$ cat config.mk
export PLATFORM = sky130hd
export DESIGN_NAME = hazard_ctrl
export DESIGN_NICKNAME = d
export VERILOG_FILES = /design/src/rtl/hazard_ctrl.sv
export SDC_FILE = /design/constraint.sdc
export NUM_CORES = 1
export LEC_CHECK = 0
export CAP_MARGIN = 20
export CORE_UTILIZATION = 25
export DETAILED_ROUTE_END_ITERATION = 10
export GPL_TIMING_DRIVEN = 0
export SLEW_MARGIN = 20
export SYNTH_ARGS = -nofsm -noshare
export SYNTH_HDL_FRONTEND = slang
export SYNTH_SLANG_ARGS = --single-unit
$ cat constraint.sdc
create_clock -name clk -period 5.5 [get_ports clk]
set_input_delay 1.375 -clock clk [delete_from_list [all_inputs] [get_ports clk]]
set_output_delay 1.375 -clock clk [all_outputs]
set_load 0.02 [all_outputs]
$ cat src/rtl/hazard_ctrl.sv
// Stall/forward controller for a 5-stage MIPS pipeline using Tuse/Tnew scheduling.
// Define HAZARD_FWD_EN to enable the bypass network; otherwise operands wait for W to retire.
module hazard_ctrl #(
    parameter int AW    = 5,
    parameter int TW    = 3,
    parameter int CNT_W = 16
) (
    input  logic             clk,
    input  logic             reset,
    input  logic [AW-1:0]    d_a1,
    input  logic [AW-1:0]    d_a2,
    input  logic [TW-1:0]    d_tuse1,
    input  logic [TW-1:0]    d_tuse2,
    input  logic [AW-1:0]    d_a3,
    input  logic [TW-1:0]    d_tnew,
    output logic             stall,
    output logic [1:0]       fwd_d1,
    output logic [1:0]       fwd_d2,
    output logic [1:0]       fwd_e1,
    output logic [1:0]       fwd_e2,
    output logic [AW-1:0]    e_a3,
    output logic [AW-1:0]    m_a3,
    output logic [AW-1:0]    w_a3,
    output logic [CNT_W-1:0] stall_cnt
);

    localparam logic [TW-1:0] TNEW_ONE = TW'(1);

    logic [AW-1:0]    r_e_a1, r_e_a2, r_e_a3, r_m_a3, r_w_a3;
    logic [TW-1:0]    r_e_tnew, r_m_tnew, r_w_tnew;
    logic [CNT_W-1:0] r_stall_cnt;

    logic [AW-1:0] w_d_a    [2];
    logic [TW-1:0] w_d_tuse [2];
    logic [AW-1:0] w_e_a    [2];
    logic [1:0]    w_fwd_d  [2];
    logic [1:0]    w_fwd_e  [2];
    logic [1:0]    w_stall_src;
    logic          w_stall;

    function automatic logic [TW-1:0] dec(input logic [TW-1:0] t);
        return (t == '0) ? '0 : t - TNEW_ONE;
    endfunction

    assign w_d_a[0]    = d_a1;
    assign w_d_a[1]    = d_a2;
    assign w_d_tuse[0] = d_tuse1;
    assign w_d_tuse[1] = d_tuse2;
    assign w_e_a[0]    = r_e_a1;
    assign w_e_a[1]    = r_e_a2;

    genvar gi;
    generate
        for (gi = 0; gi < 2; gi++) begin : g_src
            logic w_e_hit, w_m_hit, w_w_hit;
            // Register 0 is never a real dependency, so a zero address can never match.
            assign w_e_hit = (w_d_a[gi] != '0) && (r_e_a3 == w_d_a[gi]);
            assign w_m_hit = (w_d_a[gi] != '0) && (r_m_a3 == w_d_a[gi]);
            assign w_w_hit = (w_d_a[gi] != '0) && (r_w_a3 == w_d_a[gi]);
`ifdef HAZARD_FWD_EN
            logic w_em_hit, w_ew_hit;
            assign w_stall_src[gi] = (w_e_hit && (r_e_tnew > w_d_tuse[gi])) ||
                                     (w_m_hit && (r_m_tnew > w_d_tuse[gi]));
            // Only the nearest matching producer counts; if not ready, the stall covers it.
            assign w_fwd_d[gi] = w_e_hit ? ((r_e_tnew == '0) ? 2'd1 : 2'd0) :
                                 w_m_hit ? ((r_m_tnew == '0) ? 2'd2 : 2'd0) :
                                 (w_w_hit && (r_w_tnew == '0)) ? 2'd3 : 2'd0;
            assign w_em_hit = (w_e_a[gi] != '0) && (r_m_a3 == w_e_a[gi]);
            assign w_ew_hit = (w_e_a[gi] != '0) && (r_w_a3 == w_e_a[gi]);
            assign w_fwd_e[gi] = (w_em_hit && (r_m_tnew == '0)) ? 2'd1 :
                                 (w_ew_hit && (r_w_tnew == '0)) ? 2'd2 : 2'd0;
`else
            assign w_stall_src[gi] = w_e_hit || w_m_hit || w_w_hit;
            assign w_fwd_d[gi]     = 2'd0;
            assign w_fwd_e[gi]     = 2'd0;
`endif
        end
    endgenerate

`ifndef HAZARD_FWD_EN
    logic w_unused_nofwd;
    assign w_unused_nofwd = ^{d_tuse1, d_tuse2, r_e_a1, r_e_a2, r_w_tnew};
`endif

    assign w_stall = |w_stall_src;

    always_ff @(posedge clk) begin
        if (!reset) begin
            r_e_a1   <= '0;
            r_e_a2   <= '0;
            r_e_a3   <= '0;
            r_e_tnew <= '0;
            r_m_a3   <= '0;
            r_m_tnew <= '0;
            r_w_a3   <= '0;
            r_w_tnew <= '0;
        end else begin
            if (w_stall) begin
                r_e_a1   <= '0;
                r_e_a2   <= '0;
                r_e_a3   <= '0;
                r_e_tnew <= '0;
            end else begin
                r_e_a1   <= d_a1;
                r_e_a2   <= d_a2;
                r_e_a3   <= d_a3;
                r_e_tnew <= dec(d_tnew);
            end
            r_m_a3   <= r_e_a3;
            r_m_tnew <= dec(r_e_tnew);
            r_w_a3   <= r_m_a3;
            r_w_tnew <= dec(r_m_tnew);
        end
    end

    always_ff @(posedge clk) begin
        if (!reset) begin
            r_stall_cnt <= '0;
        end else if (w_stall && (r_stall_cnt != '1)) begin
            r_stall_cnt <= r_stall_cnt + CNT_W'(1);
        end
    end

    assign stall     = w_stall;
    assign fwd_d1    = w_fwd_d[0];
    assign fwd_d2    = w_fwd_d[1];
    assign fwd_e1    = w_fwd_e[0];
    assign fwd_e2    = w_fwd_e[1];
    assign e_a3      = r_e_a3;
    assign m_a3      = r_m_a3;
    assign w_a3      = r_w_a3;
    assign stall_cnt = r_stall_cnt;

endmodule

==> metrics <==
clock share of power 39.5%; Period Utilization, post-route 94.6%; CTS Buffer Depth 2; final core occ 37.3%; Pre-antenna DRT Iters 7; TritonCTS clock tree done; Synth Area in Adders 0.739%; Rel. slew slack 63.3%; Setup crit end kind output port; cell with the most instances after synthesis dfxtp_1; CTS Buf Count 5; EDFF count, synth 0; CTS clk-pin slew, worst paths 0.07 ns; Post-Layout Cell Count 328; wire length per cell 13.2 um; xor and xnor area share after synthesis 17.1%; GPL Wtd Cong 0.775; fin crit period 5.20 ns; DPL Wire Length 3.26 mm; type of the worst min-delay path reg -> reg; CP dominant cell by count clkdlybuf4s50_1; Synth Area in Compound Gates 10.8%; Switch Pwr 0.000153 W; Mean Syn Cell Area 8.96 um2; Top FF cell, synth dfxtp_1; Yosys cell types 38; area of the mapped netlist 1690 um2; vias in the first global route 1530; total wire length 4.34 mm; Final #Nets 277; area leader, netlist dfxtp_1; Slew @ Worst Pin 0.537 ns; Static Leakage 0.906 nW; ys async rst share 0%; WHS 0.508 ns; first-pass GRT wire length 7.46 mm; # rows 29; Residual DRC 12; Synth Warn # 0; Sw Ratio 26.1%; CTS resizes 0; Initial Util 26.2%; RSZ-0062 raised after global routing false; I/O pin count 66; status complete, but fails checks; die area 7100 um2; I/O Buffers 48; Skew-Pair Late Insertion Delay 0.28 ns; Via-to-Cell Ratio 4.71; top cells by count, synth dfxtp_1, xor2_1, and2_1, nor2_1; TritonCTS Sinks 31; drt initial violations 83; placed cells 321; Layout area overhead 42.3%; largest family of logic cells by synthesized area simple AND/OR/NAND/NOR gates; WP data required 4.12 ns; Area contributors post-synth dfxtp_1, xor2_1, xnor2_1; total number of vias 1546; Mapped Cells 189; Crit Path Class in -> out; remaining antenna violation count 0; critical path launch point d_a1[1]; core area 6460 um2; CP delay by family, top buffers and inverters; antenna violations before repair 0; Worst setup SP type input port; mux contribution to synthesized area 1.77%; pwr/cell area 244 nW/um2; Max-Cap Viols 0; Antenna Cells 0; final setup violation count 0; Final Hold Viols 0; #FFs+latches synth 31; layout cells sized above 1 9.16%; Root Buffer clkbuf_8; Die Ht 84.3 um; largest net degree at the start of global routing 11; CP bufs+invs 4; critical path data arrival time 3.83 ns; pins over their slew limit 0; hold_sp stall_cnt[8]; Synth top area share 36.7%; Peak VDD IR 101 uV; failing checks design-rule violations; Post-Synth Simple-Gate Area 26.0%; Die X 84.3 um; sequential share of power 41.6%; final setup TNS 0 ns; highest-delay cell along the critical path or4_1; sequential area share after synthesis 36.7%; internal power 0.000434 W; FMAX 0.192 GHz; Worst path max stage delay 0.56 ns; GR Util All Layers 13.2%; Remaining Overflow, GRT 0; CTS Hold Bufs 0; worst path cell trace clkdlybuf4s50_1, or4_1, nor2_1, nor3_1, a21oi_2, and2_4, buf_6, inv_1, clkdlybuf4s50_1; Worst Skew 0.00335 ns; H-tree Lvls 2; Crit Path Max Fanout 19; Reg2Reg Launch Point stall_cnt[0]; Gate power share 18.9%
[sequential cells by signal, summed over array words and instances (netlist names)]
| name | count |
|---|---|
| stall_cnt | 16 |
| e_a3 | 5 |
| m_a3 | 5 |
| w_a3 | 5 |
[per-stage QoR]
stage | area [um2] | power [W] | worst slack [ns]
floorplan | 1720 | 0.000313 | 1.34
global placement | 2300 | 0.000361 | 0.0580
detailed placement | 2300 | 0.000361 | 0.0680
CTS | 2410 | 0.000595 | 0.0611
global route | 2410 | 0.000616 | 0.0729
finish | 2410 | 0.000587 | 0.297
[layout make-up]
cell class / count / area, um2
inverter: 2 / 7.51
tap: 77 / 96.3
buffer: 15 / 101
multi-input combinational: 147 / 985
clock inverter: 2 / 35.0
clock buffer: 6 / 82.6
fill: 677 / 4050
sequential: 31 / 621
timing repair buffer: 48 / 480
[worst min-delay path, stage by stage, from the launching register on]
cell and delay [ns]:
dfxtp_1 0.34, nand2_1 0.06, mux2i_1 0.05
[repair_timing]
| item | CTS | global route |
|---|---|---|
| hold endpoints to repair | 0 | 0 |
| buffers inserted | 0 | 0 |
| setup endpoints to repair | 0 | 1 |
[power by group through the flow]
| stage | clock, W | sequential, W | combinational [W] |
|---|---|---|---|
| after global routing | 0.000249 | 0.000246 | 0.000122 |
| final | 0.000232 | 0.000244 | 0.000111 |
| after detailed placement | 0 | 0.000249 | 0.000112 |
| after global placement | 0 | 0.000249 | 0.000112 |
| after floorplan | 0 | 0.000256 | 0.0000570 |
| after CTS | 0.000238 | 0.000244 | 0.000113 |
[per-layer routing]
layer  up-vias  wire length, um  track usage [%]
met2        62             1870             21.3
met5         -                0                0
met3         5              363             3.64
met4         0               45             4.39
li1        781                -                -
met1       698             2060             17.1
[placed cells by master (no fill, tap or decap), types with 5 or more instances in the layout]
cell	synthesis	final
clkdlybuf4s50_1	0	48
dfxtp_1	31	31
xor2_1	25	25
nor2_1	10	10
and2_1	10	10
nand2_1	9	9
a21oi_1	9	9
or4_1	8	8
xnor2_1	8	8
buf_4	8	8
conb_1	1	8
clkbuf_8	0	6
nor3_1	5	5
nand4_1	5	5
clkbuf_1	5	5
o31ai_1	5	5
o21ai_0	5	5
or3_1	5	5
and3_1	5	5
[cell families (layout without fill, tap and decap cells)]
kind of cell | Yosys count | after routing
flops | 31 | 31
fa+ha+maj | 1 | 1
other cells | 1 | 8
mux | 3 | 3
xor+xnor | 33 | 33
buf+inv | 18 | 73
compound gates | 28 | 28
simple gates | 74 | 74
[path summary, 6_finish.rpt]
path	endpoint	slack, ns	cells after the start
setup / recovery	stall	0.30	9
hold / removal	stall_cnt[8]	0.51	2
setup reg to reg	stall_cnt[5]	3.32	9
hold reg to reg	stall_cnt[8]	0.51	2
Note: power is estimated with default switching activity, not from simulation.
